===== src/rtl/s2f_sync_multi.sv =====
// Multi-channel slow-to-fast bit synchroniser with registered level, rise/fall pulses and sticky event flags.
// Define S2F_SYNC_FILTER_EN to add a per-channel stability filter of FILT_CYC cycles.
module s2f_sync_multi #(
    parameter int                CH_NUM      = 4,
    parameter int                SYNC_STAGES = 2,
    parameter int                FILT_CYC    = 3,
    parameter logic [CH_NUM-1:0] RST_VAL     = '0
) (
    input  logic              clka,
    input  logic              rst,
    input  logic [CH_NUM-1:0] din,
    output logic [CH_NUM-1:0] dout,
    output logic [CH_NUM-1:0] rise,
    output logic [CH_NUM-1:0] fall,
    output logic              any_edge,
    output logic [CH_NUM-1:0] evt_flag,
    input  logic [CH_NUM-1:0] evt_clr
);

    generate
        if (CH_NUM < 1 || CH_NUM > 32) begin : g_bad_ch_num
            $error("s2f_sync_multi: CH_NUM must be 1..32");
        end
        if (SYNC_STAGES < 2 || SYNC_STAGES > 4) begin : g_bad_sync_stages
            $error("s2f_sync_multi: SYNC_STAGES must be 2..4");
        end
        if (FILT_CYC < 1 || FILT_CYC > 255) begin : g_bad_filt_cyc
            $error("s2f_sync_multi: FILT_CYC must be 1..255");
        end
    endgenerate

    logic [CH_NUM-1:0] sync_q [SYNC_STAGES];
    logic [CH_NUM-1:0] sync_out;
    logic [CH_NUM-1:0] sync_acc;

    // Plain flop chain: din touches only stage 0, nothing sits between stages.
    always_ff @(posedge clka or posedge rst) begin
        if (rst) begin
            for (int i = 0; i < SYNC_STAGES; i++) begin
                sync_q[i] <= RST_VAL;
            end
        end else begin
            sync_q[0] <= din;
            for (int i = 1; i < SYNC_STAGES; i++) begin
                sync_q[i] <= sync_q[i-1];
            end
        end
    end

    assign sync_out = sync_q[SYNC_STAGES-1];

`ifdef S2F_SYNC_FILTER_EN
    localparam int                CNT_W    = $clog2(FILT_CYC + 1);
    localparam logic [CNT_W-1:0] CNT_LAST = CNT_W'(FILT_CYC - 1);

    logic [CNT_W-1:0]  filt_cnt [CH_NUM];
    logic [CH_NUM-1:0] accept;

    // A channel is accepted once its differing value has been seen for FILT_CYC cycles in a row.
    always_comb begin
        accept   = '0;
        sync_acc = dout;
        for (int ch = 0; ch < CH_NUM; ch++) begin
            accept[ch] = (sync_out[ch] != dout[ch]) && (filt_cnt[ch] == CNT_LAST);
            if (accept[ch]) begin
                sync_acc[ch] = sync_out[ch];
            end
        end
    end

    always_ff @(posedge clka or posedge rst) begin
        if (rst) begin
            for (int ch = 0; ch < CH_NUM; ch++) begin
                filt_cnt[ch] <= '0;
            end
        end else begin
            for (int ch = 0; ch < CH_NUM; ch++) begin
                if ((sync_out[ch] == dout[ch]) || accept[ch]) begin
                    filt_cnt[ch] <= '0;
                end else begin
                    filt_cnt[ch] <= filt_cnt[ch] + CNT_W'(1);
                end
            end
        end
    end
`else
    assign sync_acc = sync_out;
`endif

    // Edge pulses line up with the cycle in which dout first shows the new level.
    always_ff @(posedge clka or posedge rst) begin
        if (rst) begin
            dout     <= RST_VAL;
            rise     <= '0;
            fall     <= '0;
            evt_flag <= '0;
        end else begin
            dout     <= sync_acc;
            rise     <= sync_acc & ~dout;
            fall     <= ~sync_acc & dout;
            evt_flag <= (evt_flag & ~evt_clr) | rise | fall;
        end
    end

    assign any_edge = |(rise | fall);

endmodule


===== config.mk =====
export PLATFORM = sky130hd
export DESIGN_NAME = s2f_sync_multi
export DESIGN_NICKNAME = d
export VERILOG_FILES = /design/src/rtl/s2f_sync_multi.sv
export SDC_FILE = /design/constraint.sdc
export NUM_CORES = 1
export LEC_CHECK = 0
export ABC_AREA = 1
export CAP_MARGIN = 20
export CELL_PAD_IN_SITES_DETAIL_PLACEMENT = 1
export CELL_PAD_IN_SITES_GLOBAL_PLACEMENT = 1
export CORE_MARGIN = 2
export CORE_UTILIZATION = 34
export CTS_BUF_LIST = sky130_fd_sc_hd__clkbuf_4 sky130_fd_sc_hd__clkbuf_8
export CTS_CLUSTER_SIZE = 30
export DETAILED_ROUTE_END_ITERATION = 10
export PLACE_DENSITY_LB_ADDON = 0.1
export SLEW_MARGIN = 20
export SYNTH_ARGS = -nofsm -noshare
export SYNTH_HDL_FRONTEND = slang
export SYNTH_SLANG_ARGS = --single-unit

===== constraint.sdc =====
create_clock -name clka -period 0.8 [get_ports clka]
set_input_delay 0.16 -clock clka [delete_from_list [all_inputs] [get_ports clka]]
set_output_delay 0.16 -clock clka [all_outputs]
set_load 0.05 [all_outputs]

==> results of run 1 <==
-- per-layer routing --
metal	part of all wire [%]	track usage (%)	up-vias	wire length, um
met5	0	0	-	0
met4	2.4	7.89	0	71
met3	3.3	4.02	8	98
met2	61	42.7	23	1790
met1	34	24.6	317	986
li1	-	-	290	-
-- synth_stat cells --
| cell type | number |
|---|---|
| dfrtp_1 | 24 |
| inv_1 | 25 |
| nand2_1 | 5 |
| nor2_1 | 10 |
| o21ai_0 | 4 |
-- how the worst max path moves through the flow --
stage | from | to | slack, ns | depth (start not counted)
6_report | rise[0] | any_edge | -0.63 | 5
5_1_grt | rise[0] | any_edge | -0.68 | 5
4_1_cts | rise[0] | any_edge | -0.58 | 5
3_5_place_dp | rise[0] | any_edge | -0.25 | 5
3_3_place_gp | rise[0] | any_edge | -0.25 | 5
2_1_floorplan | rise[0] | any_edge | -0.30 | 4
-- registers in the layout, indices dropped and copies added (netlist names) --
name,count
dout,4
evt_flag,4
fall,4
rise,4
sync_acc,4
sync_q,4
-- worst reg2reg max path, delay by kind of cell, from the launching register on --
| family | cells | cell delay (ns) |
|---|---|---|
| buffers and inverters | 4 | 0.33 |
| AO/OA/AOI/OAI | 1 | 0.04 |
| flip-flops | 1 | 0.45 |
| AND/OR/NAND/NOR | 1 | 0.07 |
-- cell families (layout without fill, tap and decap cells) --
logic type	count (synthesis)	after routing	share of synthesized area (%)
AND/OR/NAND/NOR	15	15	7.31
flip-flops	24	24	77.9
AO/OA/AOI/OAI	4	4	2.60
buffers and inverters	25	78	12.2
-- placed cells by master, fill, tap and decap left out --
master / instances
buf_6: 19
buf_12: 17
dfrtp_2: 16
inv_1: 13
inv_2: 10
clkdlybuf4s50_1: 9
dfrtp_1: 8
nor2_1: 5
o21ai_2: 4
nor2_2: 4
nand2_2: 3
clkbuf_4: 3
buf_4: 3
nand2_4: 2
inv_4: 2
nor2_4: 1
bufinv_16: 1
buf_8: 1
-- power breakdown --
group,internal (mW),switching (mW)
combinational,0.403,0.389
sequential,1.29,0.0747
clock,0.507,0.391
-- timing repair --
item	in CTS	in global routing
gates resized for setup	25	37
pin swaps	6	6
endpoints found under the setup margin	20	27
buffers inserted	26	10
-- layout make-up --
type,count,area (um2)
Clock inverter,1,30.0
Timing Repair Buffer,49,682
Fill cell,196,549
Tap cell,28,35.0
Clock buffer,3,22.5
Sequential cell,24,621
Multi-Input combinational cell,19,131
Inverter,25,98.8
==> results.sh, run 1 <==
export IMPL_vias=638
export IMPL_synth_top_area_share_pct=77.9
export IMPL_max_clock_path_buffers=2
export IMPL_power_density_nw_per_um2=1890
export IMPL_r2r_end="evt_flag[2]"
export IMPL_core_area_um2=2170
export IMPL_crit_fanout=2
export IMPL_place_detailed_hpwl_um=1310
export IMPL_grt_pass1_wl_um=4040
export IMPL_endpoint_kind="output pin"
export IMPL_finalMaxSlewViolations=0
export IMPL_start_util_pct=35.5
export IMPL_gr_total_overflow=0
export IMPL_nNetsFinal=132
export IMPL_synth_seq_cells=24
export IMPL_cp_buffers_inverters=2
export IMPL_place_area_um2=1350
export IMPL_total_power_mw=3.06
export IMPL_cp_arrival_ns=1.27
export IMPL_reg2reg_slack_ns=-0.21
export IMPL_synthDistinctLibCells=5
export IMPL_max_stage_delay_ns=0.44
export IMPL_fin_area_um2=1620
export IMPL_worst_setup_path_start_kind="flop"
export IMPL_vias_per_cell=4.28
export IMPL_synth_top_area_cell="dfrtp_1"
export IMPL_cts_tree="yes"
export IMPL_antenna_found_initial=0
export IMPL_worst_slack_ns=-0.634
export IMPL_grt_use_total_pct=22.4
export IMPL_die_area_um2=2660
export IMPL_ant_nets=0
export IMPL_r2r_cells=6
export IMPL_die_w_um=51.6
export IMPL_crit_type="reg -> out"
export IMPL_grt_pass1_vias=787
export IMPL_timing_hold_ws_ns=0.149
export IMPL_relSlewSlack_pct=89.7
export IMPL_ys_top_cells_by_area="dfrtp_1 (78%), inv_1 (12%), nor2_1 (4.9%)"
export IMPL_clk_latency_ns=0.33
export IMPL_slowest_stage="dfrtp_2"
export IMPL_max_freq_mhz=697
export IMPL_final_core_util_pct=74.7
export IMPL_crit_required_ns=0.64
export IMPL_synth_warnings=0
export IMPL_hp_class="in -> async"
export IMPL_min_period_over_period_pct=179
export IMPL_pin_count=27
export IMPL_synth_area_um2=771
export IMPL_die_h_um=51.6
export IMPL_crit_family="flip-flops"
export IMPL_gp_congestion=0.706
export IMPL_violations="negative setup slack"
export IMPL_fin_cells=149
export IMPL_final_min_clock_period_ns=1.43
export IMPL_drive_gt1_share_pct=71.1
export IMPL_syn_to_final_growth_pct=110
export IMPL_cts_buffers=3
export IMPL_avgSynthCellArea_um2=11.3
export IMPL_cts_root_buf="clkbuf_4"
export IMPL_finClkSkew_ns=0.0143
export IMPL_clkTransAtPathRegs_ns=0.15
export IMPL_grt_max_degree=25
export IMPL_firstDrtPassIters=1
export IMPL_hold_buffers=0
export IMPL_port_buffers=26
export IMPL_wire_per_inst_um=19.7
export IMPL_setup_viol=22
export IMPL_drt_total_wl_um=2940
export IMPL_remaining_drc_errors=0
export IMPL_syn_inst=68
export IMPL_irDropWorstVdd_mv=1.46
export IMPL_clkSinkCount=24
export IMPL_place_inst=134
export IMPL_p_leak_nw=0.787
export IMPL_crit_top_cell="nand2_2"
export IMPL_syn_num_nets=78
export IMPL_hold_violations=0
export IMPL_cts_max_level=1
export IMPL_timing_rr_start="rise[2]"
export IMPL_rsz0062_at_grt="yes"
export IMPL_drtIter0Drc=0
export IMPL_cap_viol_max_count=0
export IMPL_synth_seq_area_share_pct=77.9
export IMPL_outcome="complete, but fails checks"
export IMPL_place_worst_setup_slack_ns=-0.246
export IMPL_tightestPinTransition_ns=0.154
export IMPL_crit_chain="inv_1 > nand2_2 > nor2_2 > nand2_2 > buf_8"
export IMPL_rows=17
export IMPL_tns_ns=-7.20
export IMPL_diodes=0
No activity file was read; power rests on OpenSTA's default activity.
==> inputs of run 2 (changes only) <==
- CORE_UTILIZATION: 34 -> 37
- clock period: 0.8 -> 1.8 ns (I/O delays scaled with it)
==> run 2 against run 1 <==
Net effect:
- the flow now finishes without violations
- largest cell class is now sequential cells
- routed wire length is 59% lower
- total power is 66% lower
- critical path depth stayed put
- critical path type unchanged
- highest routed layer unchanged
- clock skew is 0.013 ns lower
==> results.sh, run 2 (synthesis gave the netlist of run 1 again) <==
export IMPL_power_density_nw_per_um2=956
export IMPL_ant_nets=0
export IMPL_crit_top_cell="nand2_1"
export IMPL_die_area_um2=2460
export IMPL_endpoint_kind="output pin"
export IMPL_hp_class="in -> async"
export IMPL_grt_max_degree=14
export IMPL_vias=523
export IMPL_cap_viol_max_count=0
export IMPL_crit_required_ns=1.44
export IMPL_worst_slack_ns=0.277
export IMPL_hold_buffers=0
export IMPL_crit_fanout=2
export IMPL_cts_max_level=1
export IMPL_rsz0062_at_grt="no"
export IMPL_max_freq_mhz=657
export IMPL_total_power_mw=1.04
export IMPL_tightestPinTransition_ns=0.156
export IMPL_final_common_cell="inv_1"
export IMPL_antenna_found_initial=0
export IMPL_relSlewSlack_pct=89.6
export IMPL_max_stage_delay_ns=0.40
export IMPL_firstDrtPassIters=2
export IMPL_vias_per_cell=4.12
export IMPL_clk_latency_ns=0.29
export IMPL_setup_viol=0
export IMPL_nNetsFinal=111
export IMPL_wire_per_inst_um=9.58
export IMPL_rows=16
export IMPL_p_leak_nw=0.600
export IMPL_start_util_pct=39.3
export IMPL_gp_congestion=0.589
export IMPL_pin_count=27
export IMPL_cts_root_buf="clkbuf_4"
export IMPL_cp_arrival_ns=1.16
export IMPL_worst_setup_path_start_kind="flop"
export IMPL_die_w_um=49.6
export IMPL_tns_ns=0
export IMPL_cts_tree="yes"
export IMPL_num_fill_cells=233
export IMPL_gr_total_overflow=0
export IMPL_drtIter0Drc=1
export IMPL_place_worst_setup_slack_ns=0.595
export IMPL_crit_chain="inv_1 > nand2_1 > nor2_1 > nand2_1 > buf_12"
export IMPL_clkTransAtPathRegs_ns=0.11
export IMPL_remaining_drc_errors=0
export IMPL_min_period_over_period_pct=84.6
export IMPL_drt_total_wl_um=1220
export IMPL_place_detailed_hpwl_um=1060
export IMPL_cts_setup_buffers=0
export IMPL_slowest_stage="dfrtp_1"
export IMPL_cts_buffers=3
export IMPL_drive_gt1_share_pct=23.0
export IMPL_core_area_um2=1960
export IMPL_syn_to_final_growth_pct=40.9
export IMPL_grt_pass1_vias=523
export IMPL_max_clock_path_buffers=2
export IMPL_finClkSkew_ns=0.00143
export IMPL_port_buffers=26
export IMPL_outcome="completed"
export IMPL_grt_use_total_pct=11.6
export IMPL_final_min_clock_period_ns=1.52
export IMPL_clkSinkCount=24
export IMPL_die_h_um=49.6
export IMPL_final_cell_mix="inv_1 (25), dfrtp_1 (24), buf_4 (18)"
export IMPL_finalMaxSlewViolations=0
export IMPL_irDropWorstVdd_mv=0.582
export IMPL_post_cts_resized=0
export IMPL_hold_violations=0
export IMPL_cp_buffers_inverters=2
export IMPL_diodes=0
export IMPL_crit_type="reg -> out"
export IMPL_final_core_util_pct=55.4
export IMPL_grt_pass1_wl_um=2100
export IMPL_crit_family="flip-flops"
## run 2: path summary, 6_finish.rpt
check | from | slack (ns) | cells after the start | endpoint
min in group clka | sync_q[4] | 0.36 | 0 | sync_acc[0]
max reg2reg | fall[1] | 1.06 | 4 | evt_flag[1]
min | rst | 0.36 | 3 | sync_acc[1]
min reg2reg | sync_q[4] | 0.36 | 0 | sync_acc[0]
max in group asynchronous | rst | 1.28 | 3 | rise[3]
max | rise[2] | 0.28 | 5 | any_edge
## run 2: metrics by stage
step | instances | hold WS [ns] | cell area (um2)
2_1_floorplan | 68 | 0.331 | 771
3_3_place_gp | 123 | 0.334 | 1050
3_5_place_dp | 123 | 0.338 | 1050
4_1_cts | 127 | 0.361 | 1090
5_1_grt | 127 | 0.361 | 1090
6_report | 127 | 0.358 | 1090
## run 2: power by group
part	internal (mW)	switching (mW)
logic	0.0639	0.125
registers	0.570	0.0176
clock network	0.123	0.138
total	0.757	0.280
## run 2: cell type report
class                      count  area [um2]  area share [%]
tap                           27        33.8            3.11
clock buffer                   4        36.3            3.34
inverter                      25        93.8            8.64
multi-input combinational     19        76.3            7.03
timing repair buffer          28         245            22.6
sequential                    24         601            55.3
## run 2: routing by layer
| layer | part of all wire, % | vias up | GRT usage, % | wire length [um] |
|---|---|---|---|---|
| met4 | 1.5 | 0 | 8.33 | 18 |
| met2 | 56 | 16 | 19.8 | 680 |
| met1 | 36 | 257 | 12.9 | 441 |
| met3 | 6.3 | 2 | 2.12 | 77 |
| met5 | 0 | - | 0 | 0 |
| li1 | - | 248 | - | - |
## run 2: tightest hold or removal path, delay by kind of cell
family	cells	cell delay, ns
buf+inv	3	0.66
